===== src/rtl/pix_stream_packer.sv =====
// pix_stream_packer
// Receive side of the filter2d pixel stream. Each strobed 8-bit pixel is
// placed into a 4-byte pack register while column/row position is tracked.
// Every fourth pixel completes a 32-bit word, which is pushed into a small
// circular FIFO. Each word is tagged with end-of-line and end-of-frame flags.
// The FIFO head is offered downstream on a valid/ready handshake.
// Upstream cannot be stalled, so a word that arrives at a full FIFO is dropped
// and the sticky overflow flag is set. Framing keeps advancing regardless.
//
// Optional feature: define PIX_FRAME_SUM_EN to add a per-frame pixel sum
// (o_sum / o_sum_strb).

module pix_stream_packer #(
  parameter int IMG_W      = 256,
  parameter int IMG_H      = 256,
  parameter int FIFO_DEPTH = 4
) (
  input  logic                        clk,
  input  logic                        reset,
  input  logic                        i_clr,
  input  logic                        i_strb,
  input  logic [7:0]                  i_data,
  output logic                        o_valid,
  input  logic                        i_ready,
  output logic [31:0]                 o_word,
  output logic                        o_eol,
  output logic                        o_eof,
  output logic                        o_ovf,
  output logic [$clog2(FIFO_DEPTH):0] o_level
`ifdef PIX_FRAME_SUM_EN
  ,
  output logic [23:0]                 o_sum,
  output logic                        o_sum_strb
`endif
);

  localparam int CW = (IMG_W > 1) ? $clog2(IMG_W) : 1;
  localparam int RW = (IMG_H > 1) ? $clog2(IMG_H) : 1;
  localparam int AW = $clog2(FIFO_DEPTH);
  localparam int LW = AW + 1;
  // FIFO entry layout: {eof, eol, word[31:0]}
  localparam int EW = 34;

  localparam logic [CW-1:0] COL_LAST = CW'(IMG_W - 1);
  localparam logic [RW-1:0] ROW_LAST = RW'(IMG_H - 1);
  localparam logic [LW-1:0] LVL_FULL = LW'(FIFO_DEPTH);

  // ------------------------------------------------------------------
  // Position tracking and pack register
  // ------------------------------------------------------------------
  logic [CW-1:0] col_reg, col_next;
  logic [RW-1:0] row_reg, row_next;
  logic [1:0]    byte_idx_reg, byte_idx_next;
  logic [7:0]    lane_reg [3];

  logic strb_take;
  logic col_last;
  logic row_last;
  logic word_done;
  logic tag_eol;
  logic tag_eof;

  // A clear in the same cycle wins over a strobe, so the strobe is masked here.
  assign strb_take = i_strb & ~i_clr;
  assign col_last  = (col_reg == COL_LAST);
  assign row_last  = (row_reg == ROW_LAST);
  assign word_done = strb_take & (byte_idx_reg == 2'd3);
  assign tag_eol   = col_last;
  assign tag_eof   = col_last & row_last;

  // Next column/row/byte position for an accepted pixel; frames wrap without a gap.
  always_comb begin
    col_next      = col_reg;
    row_next      = row_reg;
    byte_idx_next = byte_idx_reg;
    if (strb_take) begin
      byte_idx_next = byte_idx_reg + 2'd1;
      if (col_last) begin
        col_next = '0;
        row_next = row_last ? '0 : row_reg + RW'(1);
      end else begin
        col_next = col_reg + CW'(1);
      end
    end
  end

  // Position registers; reset or clear restart at the top-left pixel.
  always_ff @(posedge clk or posedge reset) begin
    if (reset) begin
      col_reg      <= '0;
      row_reg      <= '0;
      byte_idx_reg <= '0;
    end else if (i_clr) begin
      col_reg      <= '0;
      row_reg      <= '0;
      byte_idx_reg <= '0;
    end else begin
      col_reg      <= col_next;
      row_reg      <= row_next;
      byte_idx_reg <= byte_idx_next;
    end
  end

  // Only lanes 0..2 are stored; lane 3 is taken straight from i_data on the push.
  for (genvar gi = 0; gi < 3; gi++) begin : g_lane
    // Capture the pixel into its byte lane when the byte index selects it.
    always_ff @(posedge clk or posedge reset) begin
      if (reset) begin
        lane_reg[gi] <= '0;
      end else if (i_clr) begin
        lane_reg[gi] <= '0;
      end else if (strb_take && (byte_idx_reg == 2'(gi))) begin
        lane_reg[gi] <= i_data;
      end
    end
  end

  // ------------------------------------------------------------------
  // Word FIFO
  // ------------------------------------------------------------------
  logic [EW-1:0] fifo_mem [FIFO_DEPTH];
  logic [AW-1:0] wr_ptr_reg, wr_ptr_next;
  logic [AW-1:0] rd_ptr_reg, rd_ptr_next;
  logic [LW-1:0] level_reg, level_next;
  logic          ovf_reg, ovf_next;
  logic [EW-1:0] hold_reg;

  logic          fifo_empty;
  logic          fifo_full;
  logic          do_pop;
  logic          do_push;
  logic          drop;
  logic [EW-1:0] push_entry;
  logic [EW-1:0] head_entry;

  assign fifo_empty = (level_reg == '0);
  assign fifo_full  = (level_reg == LVL_FULL);
  assign push_entry = {tag_eof, tag_eol, i_data, lane_reg[2], lane_reg[1], lane_reg[0]};
  assign head_entry = fifo_mem[rd_ptr_reg];

  // A full FIFO still accepts a push when the head leaves at the same edge.
  assign do_pop  = ~fifo_empty & i_ready & ~i_clr;
  assign do_push = word_done & (~fifo_full | do_pop);
  assign drop    = word_done & fifo_full & ~do_pop;

  // Pointer, occupancy and overflow next-state.
  always_comb begin
    wr_ptr_next = wr_ptr_reg;
    rd_ptr_next = rd_ptr_reg;
    level_next  = level_reg;
    ovf_next    = ovf_reg | drop;
    if (do_push) begin
      wr_ptr_next = wr_ptr_reg + AW'(1);
    end
    if (do_pop) begin
      rd_ptr_next = rd_ptr_reg + AW'(1);
    end
    case ({do_push, do_pop})
      2'b10:   level_next = level_reg + LW'(1);
      2'b01:   level_next = level_reg - LW'(1);
      default: level_next = level_reg;
    endcase
  end

  // Storage array is left unreset; only entries below the level are ever read.
  always_ff @(posedge clk) begin
    if (do_push) begin
      fifo_mem[wr_ptr_reg] <= push_entry;
    end
  end

  // FIFO control registers; reset/clear discards every buffered word.
  always_ff @(posedge clk or posedge reset) begin
    if (reset) begin
      wr_ptr_reg <= '0;
      rd_ptr_reg <= '0;
      level_reg  <= '0;
      ovf_reg    <= 1'b0;
    end else if (i_clr) begin
      wr_ptr_reg <= '0;
      rd_ptr_reg <= '0;
      level_reg  <= '0;
      ovf_reg    <= 1'b0;
    end else begin
      wr_ptr_reg <= wr_ptr_next;
      rd_ptr_reg <= rd_ptr_next;
      level_reg  <= level_next;
      ovf_reg    <= ovf_next;
    end
  end

  // Track the current head so the outputs hold the last word once the FIFO drains.
  always_ff @(posedge clk or posedge reset) begin
    if (reset) begin
      hold_reg <= '0;
    end else if (i_clr) begin
      hold_reg <= '0;
    end else if (!fifo_empty) begin
      hold_reg <= head_entry;
    end
  end

  // Outputs are driven only by registered state; i_ready has no path to them.
  assign o_valid = ~fifo_empty;
  assign o_word  = fifo_empty ? hold_reg[31:0] : head_entry[31:0];
  assign o_eol   = fifo_empty ? hold_reg[32]   : head_entry[32];
  assign o_eof   = fifo_empty ? hold_reg[33]   : head_entry[33];
  assign o_ovf   = ovf_reg;
  assign o_level = level_reg;

`ifdef PIX_FRAME_SUM_EN
  // ------------------------------------------------------------------
  // Per-frame pixel sum; dropped words still contribute
  // ------------------------------------------------------------------
  logic [23:0] acc_reg;
  logic [23:0] sum_reg;
  logic        sum_strb_reg;
  logic [23:0] acc_plus;

  assign acc_plus = acc_reg + {16'd0, i_data};

  // Accumulate every accepted pixel; publish the total and restart on the frame's last pixel.
  always_ff @(posedge clk or posedge reset) begin
    if (reset) begin
      acc_reg      <= '0;
      sum_reg      <= '0;
      sum_strb_reg <= 1'b0;
    end else if (i_clr) begin
      acc_reg      <= '0;
      sum_reg      <= '0;
      sum_strb_reg <= 1'b0;
    end else begin
      sum_strb_reg <= 1'b0;
      if (strb_take) begin
        if (word_done && tag_eof) begin
          sum_reg      <= acc_plus;
          acc_reg      <= '0;
          sum_strb_reg <= 1'b1;
        end else begin
          acc_reg <= acc_plus;
        end
      end
    end
  end

  assign o_sum      = sum_reg;
  assign o_sum_strb = sum_strb_reg;
`endif

endmodule


===== config.mk =====
export PLATFORM = sky130hd
export DESIGN_NAME = pix_stream_packer
export DESIGN_NICKNAME = d
export VERILOG_FILES = /design/src/rtl/pix_stream_packer.sv
export SDC_FILE = /design/constraint.sdc
export NUM_CORES = 1
export LEC_CHECK = 0
export BUFFER_PORTS_ARGS = -buffer_cell sky130_fd_sc_hd__buf_2
export CAP_MARGIN = 40
export CORE_MARGIN = 2
export CORE_UTILIZATION = 50
export CTS_BUF_LIST = sky130_fd_sc_hd__clkbuf_4
export DETAILED_ROUTE_END_ITERATION = 10
export GPL_TIMING_DRIVEN = 0
export PLACE_DENSITY = 0.74
export SKIP_CTS_REPAIR_TIMING = 1
export SLEW_MARGIN = 20
export SYNTH_ARGS = -nofsm -noshare
export SYNTH_HDL_FRONTEND = slang
export SYNTH_SLANG_ARGS = --single-unit

===== constraint.sdc =====
create_clock -name clk -period 2.4 [get_ports clk]
set_input_delay 0.36 -clock clk [delete_from_list [all_inputs] [get_ports clk]]
set_output_delay 0.36 -clock clk [all_outputs]
set_load 0.01 [all_outputs]

-- Word level (Yosys, flattened, before mapping)
Memories as Yosys holds them, arrays and structs flattened.
Index checks and enable logic that the tools add are counted.
- eq/ne operators: 9
- add/sub/neg operators: 7
- bitwise gates (word level): 14
- mux-type cells: 29
- reductions and logical operators: 14
- operator list (kind ; number):
    $mux W8 ; 13
    $mux W34 ; 2
    $mux W32 ; 1
    $add A8 B1 Y8 const B ; 2
    $eq A8 B8 Y1 const B ; 2
    $reduce_bool A2 Y1 ; 7
    $mux W2 ; 6
    $and A1 B1 Y1 ; 8
    $add A2 B1 Y2 const B ; 3
    $eq A2 B2 Y1 const B ; 3
    $pmux W3 S2 ; 1
    $mux W1 ; 5
    $eq A2 B1 Y1 const B ; 2
    $not A1 Y1 ; 4
    $add A3 B1 Y3 const B ; 1
    $eq A3 B3 Y1 const B ; 1
    $logic_and A1 B1 Y1 ; 3
    $logic_not A3 Y1 ; 1
    $mux W3 ; 1
    $reduce_bool A3 Y1 ; 1
    $sub A3 B1 Y3 const B ; 1
    $logic_not A2 Y1 ; 1
    $ne A2 B2 Y1 const B ; 1
    $or A1 B1 Y1 ; 2
    $reduce_and A2 Y1 ; 1
- register bits: 84
- word-level logic and storage cells: 85
- memories kept: 1
- output and inout port bits: 39
- bits of input ports: 13
- RAM bits: 136
- memory list (memory ; depth ; bits a word ; rd ports ; clocked after Yosys merged registers in ; wr ports ; line ; source):
    fifo_mem ; 4 ; 34 ; 1 ; 0 ; 1 ; 121 ; logic [EW-1:0] fifo_mem [FIFO_DEPTH];

-- Depth between registers and ports, before layout
Gate-level depths: netlist of run 1.
- word-level depth: 9
- gate-level depth with buffers: 10
- gate-level depth less buffers: 8

-- Least setup slack after synthesis of run 1
No wires, ideal clock.
- kind: reg2reg
- start: register level_reg[0], in the netlist o_level[0]
- end: register level_reg[2], in the netlist o_level[2]
- arrival time: 2263 ps
- buffers on the path: 2
- required time: 2318 ps
- setup time: 82 ps
- slack: 55 ps
- period minus slack after synthesis: 2345 ps
- cell stages (with the launch flop): 11
- cell sequence: dfrtp_1 -> or3_1 -> buf_4 -> buf_6 -> nand2_1 -> nor3_1 -> fa_1 -> inv_1 -> o21ai_0 -> a31o_2 -> a31oi_1
- word-level cells in the longest chain between the ends: 9
- elaborated cells on any way between the ends: 15
- those cells by class: add/sub: 2; eq/ne: 3; mux: 2; bitwise: 6; reduce/logical: 2
- ends and longest elaborated chain (element ; line ; source):
    start, declared ; 124 ; logic [LW-1:0] level_reg, level_next;
    start signal, assigned ; 187 ; level_reg <= level_next;
    $logic_not A3 Y1 * ; 136 ; assign fifo_empty = (level_reg == '0);
    $not A1 Y1 * ; -- ;
    named net o_valid ; 23 ; output logic o_valid,
    $and A1 B1 Y1 * (2 in series) ; 142 ; assign do_pop = ~fifo_empty & i_ready & ~i_clr;
    $or A1 B1 Y1 ; 143 ; assign do_push = word_done & (~fifo_full | do_pop);
    $and A1 B1 Y1 ; 143 ;
    $eq A2 B1 Y1 / $eq A2 B2 Y1 (equally long branches) ; 158 ; case ({do_push, do_pop})
    $pmux W3 S2 ; 158 ;
    $mux W3 ; 179 ; end else if (i_clr) begin
The timed path passes the listed nets; every way through them passes the cells marked *.
A chain may end at the register's enable or synchronous reset.

-- Final worst setup path of run 1
- start: register rd_ptr_reg[0]
- end: output port o_word[7]
- word-level cells in the longest chain between the ends: 2
- ends and longest elaborated chain (element ; line ; source):
    start, declared ; 123 ; logic [AW-1:0] rd_ptr_reg, rd_ptr_next;
    start signal, assigned ; 186 ; rd_ptr_reg <= rd_ptr_next;
    $mem_v2 Z4 W34 ; -- ;
    $mux W32 ; 205 ; assign o_word = fifo_empty ? hold_reg[31:0] : head_entry[31:0];
    end, declared ; 25 ; output logic [31:0] o_word,
No other way between the ends.

==> results of run 1 <==
## placed cells by master (no fill, tap or decap), drive strengths merged, types with 2 or more instances in the layout
master	count
edfxtp	136
ha	10
nand4	3
nor4b	2
mux4	34
or3	2
nand2b	3
o21ai	12
nand3	33
a22o	3
buf	84
o21bai	2
mux2	35
diode	2
and2	6
clkinv	13
dlygate4sd3	4
clkbuf	107
nor2	17
nor3	5
inv	8
xor2	6
xnor2	8
dfrtp	84
and3	3
nand3b	3
a21oi	30
nand2	32
nor2b	38
## final timing paths
path                                     from               to  slack, ns  depth (start not counted)
worst max register to register     o_level[0]       o_level[2]       0.01                         10
max in group asynchronous               reset     hold_reg[17]       1.50                          4
min in group asynchronous               reset       row_reg[7]       0.31                          3
worst min-delay path                i_data[7]  fifo_mem[3][31]       0.03                          1
worst max-delay path            rd_ptr_reg[0]        o_word[7]      -0.21                          5
worst min register to register     o_level[0]       o_level[0]       0.49                          1
## per-layer routing
layer	track usage, %	wire length (um)	vias up
li1	-	-	2386
met1	25.1	7760	2708
met2	33.1	9380	171
met3	4.19	1050	33
met4	8.00	356	0
met5	0	0	-
## power groups by stage
stage / logic, uW / registers, uW / clock network (uW)
floorplan: 146 / 4160 / 0
global placement: 223 / 4160 / 0
detailed placement: 241 / 4170 / 0
CTS: 241 / 4090 / 3280
global route: 282 / 4090 / 3480
finish: 254 / 4090 / 3200
## through the flow
step	setup WS [ns]	hold WS, ns
3_5_place_dp	-0.332	0.447
2_1_floorplan	0.0549	0.459
4_1_cts	-0.636	-0.278
3_3_place_gp	-0.835	0.489
5_1_grt	-0.297	0.000430
6_report	-0.206	0.0293
## cell families (layout without fill, tap and decap cells)
group / after synthesis / in the layout / share of synthesized area (%)
DFF: 220 / 220 / 68.5
and+or+nand+nor: 151 / 151 / 8.81
muxes: 70 / 70 / 14.1
AOI/OAI and AO/OA: 53 / 53 / 3.34
buffers and inverters: 39 / 217 / 2.30
xor gates and xnor gates: 14 / 14 / 1.36
adders and majority gates: 11 / 11 / 1.61
other: 0 / 2 / 0
## cell type report
cell class,count,area [um^2]
Fill cell,1294,6930
Sequential cell,220,6190
Multi-Input combinational cell,299,2680
Timing Repair Buffer,74,727
Clock buffer,92,691
Tap cell,229,287
Buffer,29,248
Clock inverter,13,52.6
Inverter,9,37.5
Antenna cell,2,5.00
==> metrics list, run 1 <==
- The number of nets in the synthesized netlist is 582.
- Classification of the worst setup path: register to primary output
* Final hold violation count: 0
* Worst-case headroom to the max-slew limit: 60.2%
- Clock buffers created by TritonCTS: 57
- Data arrival time of the worst path: 2.25 ns
- Share of total power in the clock network: 42.5%
- First-pass GRT wire length: 29500 um
- Initial antenna violation count: 1
- After detailed routing, the number of remaining DRC violations is 0.
* Sum of routed wire length over all layers: 18500 um
- Achievable clock frequency: 384 MHz
* Most common flop cell mapped by yosys: sky130_fd_sc_hd__edfxtp_1
- Latest clock arrival within the worst-skew pair: 0.66 ns
* Type of the worst min-delay path: input pin to register
- Clock transition at the register clock pins on the worst setup and hold paths after CTS: 0.06 ns
- Average cell area after synthesis: 16.2 um^2
- Net switching is 22.2% of the power.
- For this design, the sink count on the clock tree is 220.
- Setup TNS: -6.15 ns
* Post-layout nets: 714
- The number of global-route vias before repair came to 5657.
* Status: complete, but fails checks
- After synthesis the cells add up to 9030 um^2.
- Relative to the synthesized area, the layout overhead comes to 20.9%.
- Power density normalized to cell area: 692 nW/um^2
* Total design power: 7550 uW
- Of the cells placed in the final design, the portion with a size suffix greater than 1 is 35.9%.
- After layout, the minimum clock period comes to 2.61 ns.
- Post-synth EDFFs: 136
- The most common cell in the synthesized netlist is sky130_fd_sc_hd__edfxtp_1.
* Number of iterations in the first detailed-routing pass: 5
- Peak VDD IR: 0.000405 V
* Overflow left after global routing: 0
- On the critical path, the stage with the largest delay is an instance of sky130_fd_sc_hd__mux4_2.
* Number of buffers on the longest clock path: 3
- Main area contributors after synthesis: sky130_fd_sc_hd__edfxtp_1 (45%), sky130_fd_sc_hd__dfrtp_1 (23%), sky130_fd_sc_hd__mux4_2 (8.5%)
- Violations in the final reports: setup timing
- The floorplan has 49 rows.
- Entering global routing, the biggest net connects 34 pins.
- Synth top area share: 45.2%
- Gpl congestion: 0.779
- With fillers left out, the area of the finished cells amounts to 10900 um^2.
- Max FFs per register: 136
- Total of max-cap violations: 0
- The count of nets left with antenna violations once routing finished came out at 0.
* Count of buffers inserted at the top-level ports: 51
* Setup repair after global routing missed its margin: true
- Number of distinct library cell variants in the gate-level netlist after synthesis: 43
* Sequential fraction of design power: 54.2%
- Cell chain of the critical path: buf_12 -> buf_12 -> mux4_2 -> mux2_4 -> buf_6
* DRC violation total after the first TritonRoute iteration: 353
* CTS H-Tree Depth: 2
- The Yosys step of the flow raised 0 warnings.
* Cell Count Post-Placement: 844
- Initial core utilization: 50.6%
* Layout Skew: 0.0405 ns
- Cell family with the largest share of critical-path delay: multiplexers
* Most common library cells after synthesis: sky130_fd_sc_hd__edfxtp_1 (136), sky130_fd_sc_hd__dfrtp_1 (84), sky130_fd_sc_hd__nor2b_1 (38), sky130_fd_sc_hd__mux4_2 (34), sky130_fd_sc_hd__nand3_1 (33)
- Internal power comes to 5870 uW.
- For this run, the register share of the synthesized area comes to 68.5%.
* Layout Utilization: 61.2%
* Setup-failing EPs final: 34
* Portion of the clock cycle consumed by the worst path in the final layout: 109%
- Summed over all instances, the cell type with the most area after synthesis is sky130_fd_sc_hd__edfxtp_1.
* Max-slew violations: 0
- Worst path buffer plus inverter count: 3
- Leakage power figure: 0.00422 uW
* Routed length per placed instance: 19.2 um
- The die covers 19200 um^2.
- From bottom edge to top edge, the die measures 138 um.
- The finished layout holds 967 standard cells, fillers aside.
- Share of synthesized registers carrying an async set or reset: 38.2%
- Largest fanout on the critical path: 9
- The worst setup path is launched from a register.
- From left edge to right edge, the die measures 138 um.
- Required time at the endpoint of the critical path: 2.04 ns
* Post-detail-place hpwl: 11600 um
* I/O pins: 52
- In this run, synthesis produced a sequential element count of 220.
- Total cell area at the placement stage: 9720 um^2
- Top cell by count, worst path: sky130_fd_sc_hd__buf_12
- Pin slew with the least headroom to its limit: 0.596 ns
- After layout, the worst setup slack is -0.206 ns.
- Across every metal layer, demand over resource in global routing totals 19.7%.
- Synthesized instance count: 558
- The region available for standard cell placement spans 17800 um^2.
- The tree is rooted in a sky130_fd_sc_hd__clkbuf_4.
- Sw Pwr: 1680 uW
- TritonCTS built the clock tree.
- Stage delay of the slowest cell on the critical path: 0.52 ns
- Total number of vias: 5298
- Of the total power, combinational logic draws 3.4%.
- Category of the worst setup path capture point: primary output
- DR vias/cell: 5.48
Power figures use the tool's default switching activity.
==> run 2, diff against run 1 <==
--- a/config.mk
+++ b/config.mk
@@ -12,7 +12,7 @@
 export CTS_BUF_LIST = sky130_fd_sc_hd__clkbuf_4
 export DETAILED_ROUTE_END_ITERATION = 10
 export GPL_TIMING_DRIVEN = 0
-export PLACE_DENSITY = 0.74
+export PLACE_DENSITY = 0.71
 export SKIP_CTS_REPAIR_TIMING = 1
 export SLEW_MARGIN = 20
 export SYNTH_ARGS = -nofsm -noshare
==> constraint.sdc (replaced) <==
create_clock -name clk -period 2.5 [get_ports clk]
set_input_delay 0.625 -clock clk [delete_from_list [all_inputs] [get_ports clk]]
set_output_delay 0.625 -clock clk [all_outputs]
set_load 0.01 [all_outputs]
==> metrics list, run 2 (same netlist as run 1, synthesis figures left out) <==
- Status: complete, but fails checks (unchanged)
- Violations in the final reports: setup timing (unchanged)
* Clock buffers created by TritonCTS: 57 (unchanged)
* Setup crit start: rd_ptr_reg[0] (unchanged)
- Layout Skew: 0.0429 ns (was 0.0405 ns)
* TritonCTS Sinks: 220 (unchanged)
- The clock latency on the worst-skew pair was 0.65 ns (was 0.66 ns).
- The global placer's final weighted congestion came to 0.830 (was 0.779).
* Core box area: 17800 um^2 (unchanged)
- Achievable clock frequency: 346 MHz
- In the finished design, the share of the clock period the worst path needs comes to 116%.
* Top library cells by usage in the layout, fill and taps aside: sky130_fd_sc_hd__edfxtp_1 (136), sky130_fd_sc_hd__clkbuf_4 (88), sky130_fd_sc_hd__dfrtp_1 (81) (was sky130_fd_sc_hd__edfxtp_1 (136), sky130_fd_sc_hd__clkbuf_4 (93), sky130_fd_sc_hd__dfrtp_1 (81))
* Post-layout nets: 715 (was 714)
- The number of global-route vias before repair came to 5730 (was 5657).
* Hold slack final: 0.0295 ns (was 0.0293 ns)
- Classification of the worst setup path: register to primary output (unchanged)
- Number of design rule violations left after detail routing: 0 (unchanged)
* Peak VDD IR: 0.000348 V (was 0.000405 V)
- The floorplan die width came to 138 um (unchanged).
- Final critical delay including setup and external delays: 2.89 ns
- The chip height is 138 um (unchanged).
* Fill cell count: 1329 (was 1294)
- I/O pins: 52 (unchanged)
- Non-Filler Cell Area, Final: 10900 um^2 (about the same)
- Initial core utilization: 50.6% (unchanged)
- The class of the most critical hold timing path is input pin to asynchronous set/reset pin (was input pin to register).
* Worst reg2reg endpoint: o_level[2] (unchanged)
- The placement-stage cell area was 9730 um^2 (was 9720 um^2).
- Routed length per placed instance: 19.5 um (was 19.2 um)
* Growth of design area from synthesis to finish: 21.1% (was 20.9%)
- Final hold violation count: 0 (unchanged)
* Sum of routed wire length over all layers: 18900 um (was 18500 um)
* Setup slack of the most critical reg-to-reg path: 0.11 ns (was 0.01 ns)
* Max-slew violations: 0 (unchanged)
* Clock transition at the register clock pins on the worst setup and hold paths after CTS: 0.06 ns (about the same)
- The final global-route overflow total is 0 (unchanged).
- The count of vias placed by the detailed router was 5285 (was 5298).
- Type of origin of the critical path: register (unchanged)
- Layout cell share with drive strength beyond 1: 35.3% (was 35.9%)
* Largest fanout on the critical path: 9 (unchanged)
* Data arrival time of the worst path: 2.26 ns (was 2.25 ns)
- The area enclosed by the die boundary came to 19200 um^2 (unchanged).
- The critical path capture point was o_word[7] (unchanged).
- The startpoint of the lowest-slack register-to-register path is o_level[1] (was o_level[0]).
* Max FFs per register: 136 (unchanged)
- First-pass GRT wire length: 29300 um (was 29500 um)
* Total of max-cap violations: 0 (unchanged)
- TritonCTS clock tree: done (unchanged)
* Setup repair after global routing missed its margin: true (unchanged)
* Global-route met3 utilization: 4.57% (was 4.19%)
- DRC violation total after the first TritonRoute iteration: 330 (was 353)
- The maximum count of clock buffers along a single path was 3 (unchanged).
- The remaining antenna violation count after routing came to 0 (unchanged).
- The HPWL reported at the end of detailed placement came to 11600 um (about the same).
* Category of the worst setup path capture point: primary output (unchanged)
- Leakage power figure: 0.00425 uW (was 0.00422 uW)
- The global routing usage summed across all routing layers came to 19.6% (was 19.7%).
- The worst setup margin came to -0.390 ns (was -0.206 ns).
- The most common cell after layout, fill and taps aside is sky130_fd_sc_hd__edfxtp_1 (unchanged).
* Global Route met2 Usage: 33.8% (was 33.1%)
* Std cell rows: 49 (unchanged)
- The number of buffers inserted by port buffering was 51 (unchanged).
- Pre-CTS worst setup slack: -0.503 ns (was -0.332 ns)
- The met1 usage in global routing was 24.1% (was 25.1%).
- The buffer cell driving the clock tree root was sky130_fd_sc_hd__clkbuf_4 (unchanged).
- Most crowded layer after global routing: met2 (unchanged)
- Pin count of the biggest net entering global routing: 33 (was 34)
- Number of iterations in the first detailed-routing pass: 5 (unchanged)
- Worst-case headroom to the max-slew limit: 53.1% (was 60.2%)
* Setup-failing EPs final: 34 (unchanged)
* Layout Utilization: 61.3% (was 61.2%)
- Pin slew with the least headroom to its limit: 0.703 ns (was 0.596 ns)
- Power density normalized to cell area: 656 nW/um^2 (was 692 nW/um^2)
- The number of cells traversed by the worst register-to-register path is 10 (unchanged).
* Required time at the endpoint of the critical path: 1.88 ns (was 2.04 ns)
- Initial antenna violation count: 3 (was 1)
- The via density per instance came to 5.44 (was 5.48).
* CTS H-Tree Depth: 2 (unchanged)
* Setup TNS: -12.15 ns (was -6.15 ns)
[run 2: cell types whose count changed in the layout (fill, tap and decap cells not counted), moves of 2 or more]
| cell | change |
|---|---|
| sky130_fd_sc_hd__clkinv_1 | +4 |
| sky130_fd_sc_hd__and2_2 | -2 |
| sky130_fd_sc_hd__mux2_2 | +2 |
| sky130_fd_sc_hd__buf_4 | +2 |
| sky130_fd_sc_hd__buf_16 | +2 |
| sky130_fd_sc_hd__clkbuf_4 | -5 |
| sky130_fd_sc_hd__clkbuf_16 | +2 |
| sky130_fd_sc_hd__and2_4 | +2 |
| sky130_fd_sc_hd__buf_8 | -2 |
| sky130_fd_sc_hd__dlygate4sd3_1 | -4 |
| sky130_fd_sc_hd__mux2_4 | -2 |
[run 2: routing by layer]
metal	share of wire [%]	wire [um]	vias to the layer above
met3	5.5	1040	27
met5	0.058	11	-
met4	1.8	331	2
li1	-	-	2385
met1	41	7740	2706
met2	52	9770	165
[run 2: through the flow]
step / power (uW) / cells
finish: 7180 / 971
global route: 7500 / 971
CTS: 7240 / 951
detailed placement: 4230 / 844
global placement: 4210 / 838
floorplan: 4130 / 558
[run 2: area by class of cell]
cell class,instances,area (um^2),area share [%]
Buffer,30,244,2.23
Clock buffer,88,661,6.04
Tap cell,229,287,2.62
Clock inverter,19,76.3,0.698
Multi-Input combinational cell,299,2660,24.3
Sequential cell,220,6190,56.6
Inverter,9,37.5,0.343
Antenna cell,3,7.51,0.0686
Timing Repair Buffer,74,776,7.09
[run 2: power by group]
| group | switching [uW] | internal, uW |
|---|---|---|
| clock | 1400 | 1610 |
| sequential | 35.8 | 3890 |
| combinational | 161 | 79.0 |
| total | 1600 | 5580 |
[run 2: worst min-delay path by stage]
stage	from	endpoint	slack (ns)
after global placement	o_ovf	o_ovf	0.48
after CTS	reset	hold_reg[20]	0.02
final	reset	hold_reg[28]	0.03
after global routing	reset	hold_reg[28]	0.02
after detailed placement	o_ovf	o_ovf	0.49
after floorplan	lane_reg[16]	fifo_mem[0][0]	0.48
[run 2: critical path: stages (launching register included)]
cell	delay (ns)
sky130_fd_sc_hd__dfrtp_1	0.37
sky130_fd_sc_hd__buf_12	0.17
sky130_fd_sc_hd__buf_12	0.14
sky130_fd_sc_hd__mux4_2	0.53
sky130_fd_sc_hd__mux2_4	0.29
sky130_fd_sc_hd__buf_6	0.12
